[config.mk]
export PLATFORM = sky130hd
export DESIGN_NAME = audio_gain_join_flat
export DESIGN_NICKNAME = d
export VERILOG_FILES = /design/src/rtl/audio_gain_join_if.sv /design/src/rtl/audio_gain_join.sv /design/src/flat_wrapper.sv
export SDC_FILE = /design/constraint.sdc
export NUM_CORES = 2
export LEC_CHECK = 0
export CORE_MARGIN = 4
export CORE_UTILIZATION = 60
export DETAILED_ROUTE_END_ITERATION = 10
export GPL_TIMING_DRIVEN = 1
export PLACE_DENSITY = 0.85
export SKIP_LAST_GASP = 1
export SYNTH_ARGS = -nofsm -noshare
export SYNTH_HDL_FRONTEND = slang
export SYNTH_SLANG_ARGS = --single-unit
[constraint.sdc]
create_clock -name clock -period 30.3 [get_ports clock]
set_clock_uncertainty 0.2 [all_clocks]
set_input_delay 6.06 -clock clock [delete_from_list [all_inputs] [get_ports clock]]
set_output_delay 6.06 -clock clock [all_outputs]
set_load 0.1 [all_outputs]
[src/rtl/audio_gain_join_if.sv]
// audio_gain_join_if
//   Bundles the sample-stream and frame-output signals of audio_gain_join.
//   master : upstream side (drives strobes, samples and volume, observes frames)
//   slave  : the gain/join block itself
//   Signals:
//     in_valid  [CHANNELS]             per-channel one-cycle "sample done" strobe
//     in_data   [CHANNELS*DATA_WIDTH]  samples, channel c at [c*DATA_WIDTH +: DATA_WIDTH]
//     volume    [DATA_WIDTH]           signed fixed-point gain
//     out_data  [CHANNELS*DATA_WIDTH]  gained frame, same packing as in_data
//     out_valid                        one-cycle pulse when out_data updates
//     busy                             high while a frame is being multiplied
//     overrun   [CHANNELS]             sticky per-channel dropped-sample flags
interface audio_gain_join_if #(
  parameter int DATA_WIDTH = 32,
  parameter int CHANNELS   = 2
);
  logic [CHANNELS-1:0]            in_valid;
  logic [CHANNELS*DATA_WIDTH-1:0] in_data;
  logic signed [DATA_WIDTH-1:0]   volume;
  logic [CHANNELS*DATA_WIDTH-1:0] out_data;
  logic                           out_valid;
  logic                           busy;
  logic [CHANNELS-1:0]            overrun;

  modport master (
    output in_valid, in_data, volume,
    input  out_data, out_valid, busy, overrun
  );

  modport slave (
    input  in_valid, in_data, volume,
    output out_data, out_valid, busy, overrun
  );
endinterface

[src/rtl/audio_gain_join.sv]
// audio_gain_join
//   Joins one sample per channel from independently completing filters, then
//   applies a signed fixed-point volume to every channel through one shared
//   multiplier (one channel per cycle), saturates, and publishes the frame
//   with a single-cycle out_valid pulse.
//   Ports:
//     clock  rising-edge system clock
//     reset  asynchronous active-high reset, clears all state
//     bus    audio_gain_join_if.slave (in_valid/in_data/volume in,
//            out_data/out_valid/busy/overrun out)
module audio_gain_join #(
  parameter int DATA_WIDTH = 32,
  parameter int CHANNELS   = 2,
  parameter int FRAC_BITS  = 10
) (
  input logic             clock,
  input logic             reset,
  audio_gain_join_if.slave bus
);

  localparam int IDX_W = (CHANNELS > 1) ? $clog2(CHANNELS) : 1;
  localparam logic [IDX_W-1:0] LAST_IDX = IDX_W'(CHANNELS - 1);
  localparam int PW = 2 * DATA_WIDTH;
  localparam logic signed [PW-1:0] SAT_HI = {{(DATA_WIDTH+1){1'b0}}, {(DATA_WIDTH-1){1'b1}}};
  localparam logic signed [PW-1:0] SAT_LO = {{(DATA_WIDTH+1){1'b1}}, {(DATA_WIDTH-1){1'b0}}};

  typedef enum logic {IDLE, MULT} state_t;

  function automatic logic signed [PW-1:0] sext(input logic signed [DATA_WIDTH-1:0] v);
    return {{DATA_WIDTH{v[DATA_WIDTH-1]}}, v};
  endfunction

  function automatic logic signed [DATA_WIDTH-1:0] saturate(input logic signed [PW-1:0] v);
    if (v > SAT_HI) return SAT_HI[DATA_WIDTH-1:0];
    if (v < SAT_LO) return SAT_LO[DATA_WIDTH-1:0];
    return v[DATA_WIDTH-1:0];
  endfunction

  state_t                         state_q, state_d;
  logic signed [DATA_WIDTH-1:0]   cap_q  [CHANNELS];
  logic signed [DATA_WIDTH-1:0]   cap_d  [CHANNELS];
  logic signed [DATA_WIDTH-1:0]   work_q [CHANNELS];
  logic signed [DATA_WIDTH-1:0]   work_d [CHANNELS];
  logic signed [DATA_WIDTH-1:0]   res_q  [CHANNELS];
  logic signed [DATA_WIDTH-1:0]   res_d  [CHANNELS];
  logic signed [DATA_WIDTH-1:0]   vol_q, vol_d;
  logic [CHANNELS-1:0]            pend_q, pend_d;
  logic [CHANNELS-1:0]            ovr_q, ovr_d;
  logic [IDX_W-1:0]               idx_q, idx_d;
  logic [CHANNELS*DATA_WIDTH-1:0] out_data_q, out_data_d;
  logic                           out_valid_q, out_valid_d;
  logic                           busy;
  logic                           join_now;
  logic                           last_mult;
  logic signed [PW-1:0]           prod;
  logic signed [DATA_WIDTH-1:0]   gained;

  assign join_now  = (state_q == IDLE) && (&pend_q);
  assign last_mult = (state_q == MULT) && (idx_q == LAST_IDX);

  // ---- FSM: state register ----
  always_ff @(posedge clock or posedge reset) begin
    if (reset) state_q <= IDLE;
    else       state_q <= state_d;
  end

  // ---- FSM: next state ----
  always_comb begin
    state_d = state_q;
    case (state_q)
      IDLE:    if (join_now)  state_d = MULT;
      MULT:    if (last_mult) state_d = IDLE;
      default: state_d = IDLE;
    endcase
  end

  // ---- FSM: outputs ----
  always_comb begin
    busy = (state_q != IDLE);
  end

  // ---- Capture, join and multiply datapath ----
  always_comb begin
    cap_d       = cap_q;
    work_d      = work_q;
    res_d       = res_q;
    vol_d       = vol_q;
    pend_d      = pend_q;
    ovr_d       = ovr_q;
    idx_d       = idx_q;
    out_data_d  = out_data_q;
    out_valid_d = 1'b0;
    prod        = '0;
    gained      = '0;

    // The join moves captures into the work registers, freeing the capture
    // registers on that same edge so a strobe there is accepted, not dropped.
    if (join_now) begin
      work_d = cap_q;
      vol_d  = bus.volume;
      pend_d = '0;
      idx_d  = '0;
    end

    for (int c = 0; c < CHANNELS; c++) begin
      if (bus.in_valid[c]) begin
        if (!pend_q[c] || join_now) begin
          cap_d[c]  = bus.in_data[c*DATA_WIDTH +: DATA_WIDTH];
          pend_d[c] = 1'b1;
        end else begin
          ovr_d[c] = 1'b1;
        end
      end
    end

    if (state_q == MULT) begin
      prod          = sext(work_q[idx_q]) * sext(vol_q);
      // >>> on a signed value floors toward minus infinity.
      gained        = saturate(prod >>> FRAC_BITS);
      res_d[idx_q]  = gained;
      idx_d         = idx_q + 1'b1;
      if (last_mult) begin
        for (int c = 0; c < CHANNELS; c++)
          out_data_d[c*DATA_WIDTH +: DATA_WIDTH] = res_q[c];
        // Last channel's result goes straight out; its res_q slot is not yet written.
        out_data_d[(CHANNELS-1)*DATA_WIDTH +: DATA_WIDTH] = gained;
        out_valid_d = 1'b1;
        idx_d       = '0;
      end
    end
  end

  always_ff @(posedge clock or posedge reset) begin
    if (reset) begin
      for (int c = 0; c < CHANNELS; c++) begin
        cap_q[c]  <= '0;
        work_q[c] <= '0;
        res_q[c]  <= '0;
      end
      vol_q       <= '0;
      pend_q      <= '0;
      ovr_q       <= '0;
      idx_q       <= '0;
      out_data_q  <= '0;
      out_valid_q <= 1'b0;
    end else begin
      cap_q       <= cap_d;
      work_q      <= work_d;
      res_q       <= res_d;
      vol_q       <= vol_d;
      pend_q      <= pend_d;
      ovr_q       <= ovr_d;
      idx_q       <= idx_d;
      out_data_q  <= out_data_d;
      out_valid_q <= out_valid_d;
    end
  end

  assign bus.out_data  = out_data_q;
  assign bus.out_valid = out_valid_q;
  assign bus.busy      = busy;
  assign bus.overrun   = ovr_q;

endmodule

[src/flat_wrapper.sv]
// flat-port wrapper written by rule: the top's interface ports become plain ports
module audio_gain_join_flat 
#(
  parameter int DATA_WIDTH = 32,
  parameter int CHANNELS   = 2,
  parameter int FRAC_BITS  = 10
)
  (clock, reset, bus_in_valid, bus_in_data, bus_volume, bus_out_data, bus_out_valid, bus_busy, bus_overrun);
  audio_gain_join_if #(.DATA_WIDTH(DATA_WIDTH), .CHANNELS(CHANNELS)) bus_i ();
  input logic clock;
  input logic reset;
  input wire logic [$bits(bus_i.in_valid)-1:0] bus_in_valid;
  input wire logic [$bits(bus_i.in_data)-1:0] bus_in_data;
  input wire logic [$bits(bus_i.volume)-1:0] bus_volume;
  output wire logic [$bits(bus_i.out_data)-1:0] bus_out_data;
  output wire logic [$bits(bus_i.out_valid)-1:0] bus_out_valid;
  output wire logic [$bits(bus_i.busy)-1:0] bus_busy;
  output wire logic [$bits(bus_i.overrun)-1:0] bus_overrun;
  assign bus_i.in_valid = bus_in_valid;
  assign bus_i.in_data = bus_in_data;
  assign bus_i.volume = bus_volume;
  assign bus_out_data = bus_i.out_data;
  assign bus_out_valid = bus_i.out_valid;
  assign bus_busy = bus_i.busy;
  assign bus_overrun = bus_i.overrun;
  audio_gain_join #(.DATA_WIDTH(DATA_WIDTH), .CHANNELS(CHANNELS), .FRAC_BITS(FRAC_BITS)) u_core (.clock(clock), .reset(reset), .bus(bus_i));
endmodule
==> results.ini <==
[worst_setup_path]
r2r_start=u_core.idx_q
cp-start-kind=flip-flop
critPathCaptureType=flip-flop
arrival_ns=12.07
rrSetupSlack_ns=18.56
crit_end=u_core.res_q[57]
worst-endpoint-required_ns=30.63
path_class=flip-flop to flip-flop
rr_worst_depth=27
worstSetupStartpoint=u_core.idx_q
path_max_fanout=38
worstReg2RegEnd=u_core.res_q[57]

[timing]
finalCriticalPeriod_ns=11.74
timing.hold.ws_ns=0.2739
rsz0062_at_grt=false
max_freq_mhz=85.18
finalHoldViolations=0
setup-violations-final=0
setup_tns_ns=0
finalMaxSlewViolations=0
relSlewSlack_pct=12.88
fin_crit_sh_pct=38.75
tightest_slew_ns=1.307

[floorplan]
start_util_pct=60.79
core_area_sq_um=77720
die_x_um=288.6
rows=102
design.die.area_sq_um=83290
num_io_pins=168
die_y_um=288.6

[yosys]
yosysMostFrequentCell=fa_1
yosys-top-cells-area=fa_1, dfrtp_1, inv_1, and2_1, nand2_1
synth_common_cells=fa_1, inv_1, nand2_1
synth_edf_count=0
syn_area_sq_um=47240
synthArstFlopShare_pct=100.0
synthesis.nets=6099
synth_warnings=0
synth_ff_type=dfrtp_1
synth_top_cell_by_area=fa_1
yosysTopAreaCellShare_pct=45.81
ys_ff_latch=263
postSynthAreaPerCell_sq_um=9.971
synthCells=4738
synth_cell_type_count=85
synth_seq_area_share_pct=13.93

[route]
routed_via_density=5.941
drtAntennaViolNets=0
route.detailed.drc=0
vias=34308
dr.pass1.iters=5
wirelength_um=126800
first_iter_violations=2382
routedWlPerCell_um=21.96

[run]
max-cap-violations=0

[clocking]
htree_levels=1
clk_pin_slew_ns=0.06
cts_buffer_depth=3
clk-insertion-delay-late_ns=0.63
cts-root-buf=clkbuf_16
cts_hold_buf=0
clock_sinks=263
cts_buffers=30
cts_resized=0
post_cts_buffers=0
tritoncts=built

[finish]
area_delta_synth_final_pct=7.148
fin_nets=6069
layout.cells.non_filler=5775
drive_above_1_share_pct=7.037

[place]
port_buffers=167
dp_cells=5716
place_congestion=0.9696
dp_hpwl_um=99950

[global_routing]
grt_antenna_before_repair=3
grt_overflow=0
grt_usage_pct=31.67
grt_pass1_vias=38927
grt_pass1_wl_um=206500
grt_max_degree=122

[min_path]
hold_class=flip-flop to flip-flop

[outcome]
status=complete, no violations

stage by stage:
stage	util, %	setup WS [ns]	area, sq um
finish	65.13	18.56	50620
global route	65.13	18.05	50620
floorplan	-	16.80	47240
global placement	63.70	19.06	49510
CTS	65.12	18.66	50610
detailed placement	63.70	18.71	49510
state kept, by name, indices dropped and copies added (netlist names):
name / flops
u_core.res_q: 32
u_core.bus.busy: 1
u_core.bus.out_valid: 1
u_core.bus.overrun: 2
u_core.pend_q: 2
u_core.cap_q: 64
u_core.work_q: 64
u_core.idx_q: 1
u_core.vol_q: 32
u_core.bus.out_data: 64
kinds of logic (layout without fill, tap and decap cells):
| family | count (synthesis) | count (layout) | share of synthesized area (%) |
|---|---|---|---|
| and+or+nand+nor | 1391 | 1391 | 14.54 |
| adders and majority gates | 1261 | 1261 | 50.57 |
| buffers and inverters | 1209 | 1203 | 9.706 |
| AOI/OAI and AO/OA | 366 | 366 | 5.607 |
| DFF | 263 | 263 | 13.93 |
| muxes | 194 | 194 | 4.621 |
| xor gates and xnor gates | 54 | 54 | 1.017 |
| other | 0 | 3 | 0 |
final cells by class:
class / instances / area, sq um
antenna: 3 / 7.507
clock buffer: 40 / 878.3
clock inverter: 16 / 229.0
fill: 5701 / 27100
inverter: 937 / 3525
multi-input combinational: 3266 / 36100
sequential: 263 / 6581
tap: 1040 / 1301
timing repair buffer: 210 / 1994
layer usage:
metal / up-vias / wire length [um] / global-route usage (%) / part of all wire [%]
met2: 1628 / 66290 / 56.35 / 52
met3: 471 / 8552 / 4.491 / 6.7
li1: 14186 / - / - / -
met5: - / 0 / 0 / 0
met1: 18023 / 44420 / 37.66 / 35
met4: 0 / 7561 / 16.29 / 6.0
worst min path at each step:
stage	end	cells past startpoint	slack, ns	from
floorplan	u_core.bus.out_data[9]	2	0.23	u_core.res_q[41]
global placement	u_core.bus.out_data[2]	2	0.25	u_core.res_q[34]
detailed placement	u_core.bus.overrun[0]	1	0.26	u_core.bus.overrun[0]
CTS	u_core.bus.overrun[0]	1	0.28	u_core.bus.overrun[0]
global route	u_core.bus.out_data[30]	2	0.29	u_core.res_q[62]
finish	u_core.bus.out_data[2]	2	0.27	u_core.res_q[34]
cell usage in the layout, fill, tap and decap left out, drive strengths merged, types with 30 or more instances in the layout:
master,instances
fa,1081
and2,516
inv,941
clkdlybuf4s50,167
ha,180
nand2,667
o21ai,54
nand4,30
mux2,193
dfrtp,263
buf,43
a21o,34
nor2,78
clkbuf,40
a221o,50
a21oi,83
xnor2,38
critical path, cell delays in order (launching register included):
cell,delay [ns]
dfrtp_1,0.32
buf_4,0.52
mux2_2,0.66
nand2_1,0.22
inv_1,0.11
fa_1,0.61
fa_1,0.47
fa_1,0.81
inv_1,0.27
fa_1,1.01
inv_1,0.38
fa_1,0.55
fa_1,0.55
inv_1,0.06
fa_1,0.47
inv_1,0.06
fa_1,0.46
ha_1,0.50
nand4_1,0.24
nor3_1,0.49
nand2_1,0.19
a211oi_1,0.41
o2111a_1,0.29
a311oi_1,0.14
xnor2_2,0.24
nor2_1,0.23
a21boi_2,0.95
a221o_1,0.24
Power is left out: the tool's default activity adds up to more than one toggle a clock period on the data nets, which glitch-free logic cannot reach.
